`config.mk`:
```
export PLATFORM = sky130hd
export DESIGN_NAME = carrier_gen_multi
export DESIGN_NICKNAME = d
export VERILOG_FILES = /design/src/rtl/carrier_gen_multi.sv
export SDC_FILE = /design/constraint.sdc
export NUM_CORES = 1
export LEC_CHECK = 0
export CORE_MARGIN = 4
export CORE_UTILIZATION = 35
export DETAILED_ROUTE_END_ITERATION = 16
export SYNTH_ARGS = -nofsm -noshare
export SYNTH_HDL_FRONTEND = slang
export SYNTH_SLANG_ARGS = --single-unit
```
`constraint.sdc`:
```
create_clock -name clk -period 12.55 [get_ports clk]
set_clock_uncertainty 0.1 [all_clocks]
set_input_delay 2.51 -clock clk [delete_from_list [all_inputs] [get_ports clk]]
set_output_delay 2.51 -clock clk [all_outputs]
set_load 0.02 [all_outputs]
```
`src/rtl/carrier_gen_multi.sv`:
```
// -----------------------------------------------------------------------------
// carrier_gen_multi
//
// Multi-channel PWM carrier generator. NCH carriers of WIDTH bits count
// from one shared, shadow-buffered period in UP, DOWN, UP/DOWN or HOLD mode.
// Each channel starts from its own phase value. Each channel also produces a
// one-cycle mask-event pulse at the minimum and/or maximum of its carrier.
//
// Ports
//   clk          system clock, rising edge
//   reset_n      asynchronous active-low reset
//   en           1 = run, 0 = all carriers held at 0
//   period       requested period P; it becomes the active period Pa through
//                a shadow register
//   phase        per-channel start value, channel i at [i*WIDTH +: WIDTH]
//   count_mode   0 UP, 1 DOWN, 2 UPDOWN, 3 HOLD
//   mask_mode    0 none, 1 MIN, 2 MAX, 3 MINMAX
//   sync_in      resynchronise pulse (only when CARRIER_SYNC_EN is defined)
//   carrier      registered carrier values, channel i at [i*WIDTH +: WIDTH]
//   dir          registered per-channel direction, 0 UP, 1 DOWN
//   mask_event   registered one-cycle pulse when a carrier shows an extremum
//   period_load  one-cycle pulse when the active period changes value
//
// Optional feature macro: CARRIER_SYNC_EN (adds sync_in). The feature is
// disabled when the macro is undefined.
// -----------------------------------------------------------------------------
module carrier_gen_multi #(
    parameter int WIDTH = 16,
    parameter int NCH   = 4
) (
    input  logic                 clk,
    input  logic                 reset_n,
    input  logic                 en,
    input  logic [WIDTH-1:0]     period,
    input  logic [NCH*WIDTH-1:0] phase,
    input  logic [1:0]           count_mode,
    input  logic [1:0]           mask_mode,
`ifdef CARRIER_SYNC_EN
    input  logic                 sync_in,
`endif
    output logic [NCH*WIDTH-1:0] carrier,
    output logic [NCH-1:0]       dir,
    output logic [NCH-1:0]       mask_event,
    output logic                 period_load
);

    // All channels share en and sync, so they always sit in the same state.
    // One state register therefore serves every channel.
    typedef enum logic [1:0] {
        ST_OFF   = 2'd0,
        ST_START = 2'd1,
        ST_RUN   = 2'd2
    } state_e;

    localparam logic [1:0] M_UP     = 2'd0;
    localparam logic [1:0] M_DOWN   = 2'd1;
    localparam logic [1:0] M_UPDOWN = 2'd2;
    localparam logic [1:0] M_HOLD   = 2'd3;

    localparam logic [WIDTH-1:0] ONE = WIDTH'(1);

    state_e           state_q, state_d;
    logic [WIDTH-1:0] pa_q, pa_d;
    logic [WIDTH-1:0] c_q [NCH];
    logic [WIDTH-1:0] c_d [NCH];
    logic [NCH-1:0]   dir_q, dir_d;
    logic [NCH-1:0]   ev_q, ev_d;
    logic             pl_q, pl_d;

    logic [WIDTH-1:0] phase_ch [NCH];
    logic [WIDTH-1:0] start_c  [NCH];
    logic [WIDTH-1:0] run_c    [NCH];
    logic [NCH-1:0]   run_dir;
    logic [NCH-1:0]   start_dir;
    logic [WIDTH:0]   step_v;
    logic [WIDTH-1:0] lim_old, lim_new, lim_start, pa_next;
    logic             shadow;
    logic             sync_req;

`ifdef CARRIER_SYNC_EN
    assign sync_req = sync_in;
`else
    assign sync_req = 1'b0;
`endif

    for (genvar g = 0; g < NCH; g++) begin : g_ch
        assign phase_ch[g]                 = phase[g*WIDTH +: WIDTH];
        assign carrier[g*WIDTH +: WIDTH]   = c_q[g];
    end

    assign dir         = dir_q;
    assign mask_event  = ev_q;
    assign period_load = pl_q;

    // Turning point L: one below the period for saw modes, the period itself
    // for the triangle. A zero period pins everything to 0.
    function automatic logic [WIDTH-1:0] limit_of(input logic [WIDTH-1:0] p,
                                                  input logic [1:0]       m);
        logic [WIDTH-1:0] l;
        if (p == '0)
            l = '0;
        else if (m == M_UPDOWN)
            l = p;
        else
            l = p - ONE;
        return l;
    endfunction

    // One counting step for a channel against limit l. Returns {dir, value}.
    // A value above l appears only after a mode change shrinks L. Such a
    // value is pulled back to l, so nothing beyond L is ever produced.
    function automatic logic [WIDTH:0] step(input logic [WIDTH-1:0] c,
                                            input logic             d,
                                            input logic [1:0]       m,
                                            input logic [WIDTH-1:0] l);
        logic [WIDTH-1:0] n;
        logic             nd;
        n  = c;
        nd = d;
        case (m)
            M_UP: begin
                nd = 1'b0;
                if (c > l)       n = l;
                else if (c == l) n = '0;
                else             n = c + ONE;
            end
            M_DOWN: begin
                nd = 1'b1;
                if (c > l)        n = l;
                else if (c == '0) n = l;
                else              n = c - ONE;
            end
            M_UPDOWN: begin
                if (c > l) begin
                    n  = l;
                    nd = 1'b1;
                end else if ((!d && (c < l)) || (d && (c == '0))) begin
                    // rising (or bouncing off the floor)
                    n  = c + ONE;
                    nd = (n >= l);
                end else begin
                    // falling (or bouncing off the peak)
                    n  = c - ONE;
                    nd = (n != '0);
                end
            end
            default: ;  // HOLD: frozen
        endcase
        return {nd, n};
    endfunction

    // Datapath: candidate start values and free-running next values.
    always_comb begin
        step_v    = '0;
        lim_old   = limit_of(pa_q, count_mode);
        lim_start = limit_of(period, count_mode);
        start_dir = {NCH{count_mode == M_DOWN}};
        run_dir   = dir_q;
        for (int i = 0; i < NCH; i++) begin
            start_c[i] = (phase_ch[i] > lim_start) ? lim_start : phase_ch[i];
            step_v     = step(c_q[i], dir_q[i], count_mode, lim_old);
            if (pa_q == '0) begin
                run_c[i] = '0;
            end else begin
                run_c[i]   = step_v[WIDTH-1:0];
                run_dir[i] = step_v[WIDTH];
            end
        end
        // Channel 0 returning to 0 is the safe point to swap in a new period.
        shadow  = (run_c[0] == '0);
        pa_next = shadow ? period : pa_q;
        lim_new = limit_of(pa_next, count_mode);
    end

    // FSM next-state and register inputs.
    always_comb begin
        state_d = state_q;
        pa_d    = pa_q;
        dir_d   = dir_q;
        ev_d    = '0;
        pl_d    = 1'b0;
        for (int i = 0; i < NCH; i++) c_d[i] = c_q[i];

        case (state_q)
            ST_OFF: begin
                pa_d  = period;
                dir_d = '0;
                for (int i = 0; i < NCH; i++) c_d[i] = '0;
                if (en) begin
                    state_d = ST_START;
                    dir_d   = start_dir;
                    for (int i = 0; i < NCH; i++) c_d[i] = start_c[i];
                end
            end
            default: begin
                if (!en) begin
                    // en low wins over everything, including sync
                    state_d = ST_OFF;
                    pa_d    = period;
                    dir_d   = '0;
                    for (int i = 0; i < NCH; i++) c_d[i] = '0;
                end else if (sync_req) begin
                    // Resync replaces any coincident shadow update.
                    // Only one period_load can result.
                    state_d = ST_START;
                    pa_d    = period;
                    pl_d    = (period != pa_q);
                    dir_d   = start_dir;
                    for (int i = 0; i < NCH; i++) c_d[i] = start_c[i];
                end else begin
                    state_d = ST_RUN;
                    dir_d   = run_dir;
                    for (int i = 0; i < NCH; i++) c_d[i] = run_c[i];
                    if (shadow) begin
                        pa_d = period;
                        pl_d = (period != pa_q);
                    end
                    // A shrinking period can leave another channel above the
                    // new L. Pull that channel back to L; the saw-up mode
                    // wraps it to 0 instead.
                    for (int i = 1; i < NCH; i++) begin
                        if (shadow && (count_mode != M_HOLD) && (c_d[i] > lim_new)) begin
                            c_d[i] = (count_mode == M_UP) ? '0 : lim_new;
                            if (count_mode == M_UPDOWN) dir_d[i] = 1'b1;
                        end
                    end
                    for (int i = 0; i < NCH; i++) begin
                        ev_d[i] = (count_mode != M_HOLD) && (pa_q != '0) &&
                                  ((mask_mode[0] && (c_d[i] == '0)) ||
                                   (mask_mode[1] && (c_d[i] == lim_new)));
                    end
                end
            end
        endcase
    end

    always_ff @(posedge clk or negedge reset_n) begin
        if (!reset_n) begin
            state_q <= ST_OFF;
            pa_q    <= '0;
            dir_q   <= '0;
            ev_q    <= '0;
            pl_q    <= 1'b0;
            for (int i = 0; i < NCH; i++) c_q[i] <= '0;
        end else begin
            state_q <= state_d;
            pa_q    <= pa_d;
            dir_q   <= dir_d;
            ev_q    <= ev_d;
            pl_q    <= pl_d;
            for (int i = 0; i < NCH; i++) c_q[i] <= c_d[i];
        end
    end

endmodule

```
==> results.txt <==
In this run, the combinational gates consume 70.2% of the power. Clock sink total: 91. The flow ran to the end, and the final reports show no timing, DRC or antenna violations. The clock period minus final worst setup slack was 12.07 ns; the final-stage net count was 3083. The final standard cell utilization of the core is 41.8%, and the quantity of I/O buffers inserted on ports is 159. The logs give 92 for the count of cell types in the netlist and 3419 for the number of cells in the design after placement. Critical path class: in -> reg. For the arrival time of the worst setup path, the log shows 12.30 ns. For this block, the via count after detailed routing is 22423. In this run the power density over the cells is 115 nW/um^2. Once detailed placement completed, the half-perimeter wirelength came to 84300 um. The run gives 11.9% as the post-synthesis sequential area ratio. For this configuration, the core starts out at a cell density of 35.4%. The initial antenna violation count came out at 5.

At the pin with the least slew margin, the transition time is 1.18 ns. The post-synthesis cell count is 2575, and the total nets after synthesis is 2923. The area inside the core boundary is 53900 sq um. In this run the worst setup path begins at count_mode[0].

The number of synthesized flops with an enable pin came out at 0. The worst setup path is launched from an input pin. The switching share of total power is 54.8%, and the detailed router's first-iteration violation count is 2635.

Total of max-cap violations: 0. The number of standard cells in the layout, taps in and fillers out was 3438; the async set-or-reset flop fraction in the synthesized netlist was 100%. The logs give 0 for the antenna violation net count after detailed routing and 0.00997 uW for the leakage power. Cell area after synthesis: 19100 sq um.

In the global route stage, overall resource usage came out at 35.4%. The delay of the slowest cell on the worst path was 0.52 ns. For the floorplan row count, the log shows 85. The worst register-to-register path ends at mask_event[1].

The startpoint identified for the worst register-to-register timing path is pa_q[8]. Entering global routing, the biggest net connects 72 pins. Per report_power, the sequential group accounts for 18.5% of the total. The tools report the final-report hold violation count as 0. The tools report the number of global-route vias before repair as 21711. In the finished design, the share of the clock period the worst path needs comes to 96.1%.

IR analysis of the VDD net gives a maximum drop of 0.0000800 V. TritonCTS built the clock tree. Routed length per instance: 30.9 um.

At the end of routability-driven placement, the weighted congestion stood at 1.07. Setup violations remaining at the end of the flow were counted as 0. Data on the critical path is required at its endpoint by 12.78 ns. In this run the worst hold path is classified as reg -> reg. From synthesis to final layout, the design area changed by 18.1%.

The reg2reg setup slack is 1.90 ns, and the I/O pin count is 160. The number of warnings printed during yosys synthesis was 0. The longest clock path from root to sink contains 2 buffers. The maximum fanout encountered on the critical timing path was 14. The cell with the largest stage delay on the worst path is sky130_fd_sc_hd__or4_4. The library cells used most frequently in the layout, excluding fill and tap cells, are sky130_fd_sc_hd__nand2_1 (270), sky130_fd_sc_hd__ha_1 (259), sky130_fd_sc_hd__nor2_1 (180), sky130_fd_sc_hd__buf_4 (166), sky130_fd_sc_hd__clkdlybuf4s50_1 (157). The tree is rooted in a sky130_fd_sc_hd__clkbuf_16. The hold-fix buffer count after cts came out at 0. The final global-route overflow total was 0. The register bit total from synthesis is 91. Of the cells placed in the final design, the portion with a size suffix greater than 1 is 10.2%. In this run the number of H-tree levels came out at 3. Leaving out fill and tap cells, the most frequent cell in the layout is sky130_fd_sc_hd__nand2_1.

The max-slew headroom at the worst pin came out at 20.9%. In this run the horizontal extent of the chip is 241 um. The minimum hold slack is 0.624 ns, and the detail-routed via count per cell is 6.52. The first global-routing pass estimated 152000 um of wire.

The highest clock rate is 82.9 MHz. A synthesized cell averages 7.41 sq um. Measured in cells, the most critical reg-to-reg path has a length of 42. The tools report the endpoint of the worst setup timing path as mask_event[1]. The number of fillers in the final layout was 5562. Total wire length: 106000 um.

The logs give 0.39 ns for the clock latency on the worst-skew pair and 1420 uW for the net switching power figure. The logs give 2590 uW for the total chip power and 0 for the number of remaining DRC errors. The logs give 9 for the number of clock buffers inserted by TritonCTS and 0 for the max-slew violation total from the final report.

Measured along the y axis, the die boundary spans 241 um. Internal power comes to 1170 uW. The commonest register cell after synthesis is sky130_fd_sc_hd__dfrtp_1. For the clock group share of total power, the log shows 11.3%. After clock tree synthesis, the clock-pin slew on the worst setup and hold paths is 0.08 ns. The die area came out at 58300 sq um. The tools report the critical path capture point type as a flip-flop. The number of search-and-repair iterations in the first detailed-routing pass is 6.
## critical path: cells and delay by family
kind	cells	cell delay, ns
compound gates	20	4.22
fa+ha+maj	4	1.09
buf+inv	7	1.31
simple gates	16	3.20
## kinds of logic (layout without fill, tap and decap cells)
| kind of cell | count (synthesis) | in the layout | synth area share [%] |
|---|---|---|---|
| and+or+nand+nor | 923 | 923 | 24.2 |
| buffers and inverters | 291 | 456 | 5.88 |
| AOI/OAI and AO/OA | 714 | 714 | 26.3 |
| adders and majority gates | 261 | 261 | 17.1 |
| xor gates and xnor gates | 185 | 185 | 8.49 |
| DFF | 91 | 91 | 11.9 |
| other | 0 | 2 | 0 |
| muxes | 110 | 110 | 6.10 |
## registers in the layout, indices dropped and copies added, names as in the netlist
register     flops
mask_event       4
dir              4
period_load      1
state_q          2
carrier         64
pa_q            16
## power groups by stage
| stage | Clock (uW) | Sequential, uW | Combinational [uW] |
|---|---|---|---|
| 3_5_place_dp | 0 | 478 | 1760 |
| 5_1_grt | 307 | 481 | 1950 |
| 3_3_place_gp | 0 | 478 | 1760 |
| 4_1_cts | 297 | 472 | 1770 |
| 2_1_floorplan | 0 | 415 | 1080 |
| 6_report | 294 | 479 | 1820 |
## layout make-up
class                   count  area [sq um]  area share [%]
repair buffers            328          2900            12.9
diodes                      2          5.00          0.0222
clock inverters             7          68.8           0.305
clock buffers               9           225            1.00
inverters                 112           420            1.87
multi-input cells        2193         15800            69.9
well taps                 696           871            3.87
flip-flops and latches     91          2280            10.1
## routing by layer
layer | vias up | wire length, um | GRT usage (%)
met4 | 4 | 7270 | 19.8
li1 | 9911 | - | -
met5 | - | 20 | 0
met1 | 10798 | 42400 | 45.0
met2 | 1360 | 46500 | 55.6
met3 | 350 | 10100 | 8.01
## cell usage after synthesis (all sizes together), types with 43 or more instances
cell type / count / area (sq um)
o21ai: 125 / 626
nand3: 77 / 385
clkbuf: 150 / 563
inv: 111 / 417
a21oi: 150 / 754
ha: 261 / 3270
o21a: 45 / 338
xor2: 47 / 412
nand2b: 43 / 269
dfrtp: 91 / 2280
nor2: 183 / 697
nand4: 70 / 453
mux2i: 86 / 893
nand2: 271 / 1020
nor3: 78 / 390
xnor2: 138 / 1210
o211a: 48 / 480
## how the worst min path moves through the flow
stage,cells after the start,slack [ns],from,endpoint
after floorplan,3,0.45,state_q[0],state_q[0]
after global placement,2,0.58,state_q[0],carrier[46]
after CTS,2,0.61,state_q[0],carrier[46]
after detailed placement,2,0.59,state_q[0],carrier[46]
final,2,0.62,state_q[0],carrier[46]
after global routing,2,0.66,state_q[0],carrier[46]
## what timing repair did
item,in CTS,in global routing
endpoints found under the setup margin,0,3
gates resized for setup,0,9
setup buffers,0,1
hold endpoints to repair,0,0
## per-stage QoR
step / instance area [sq um] / TNS [ns] / worst slack [ns]
after CTS: 22500 / 0 / 0.388
after global placement: 22200 / -0.00267 / -0.00267
final: 22500 / 0 / 0.484
after global routing: 22500 / -0.00132 / -0.00132
after detailed placement: 22200 / -0.0106 / -0.0106
after floorplan: 19100 / 0 / 0.0526
Power figures use the tool's default switching activity.
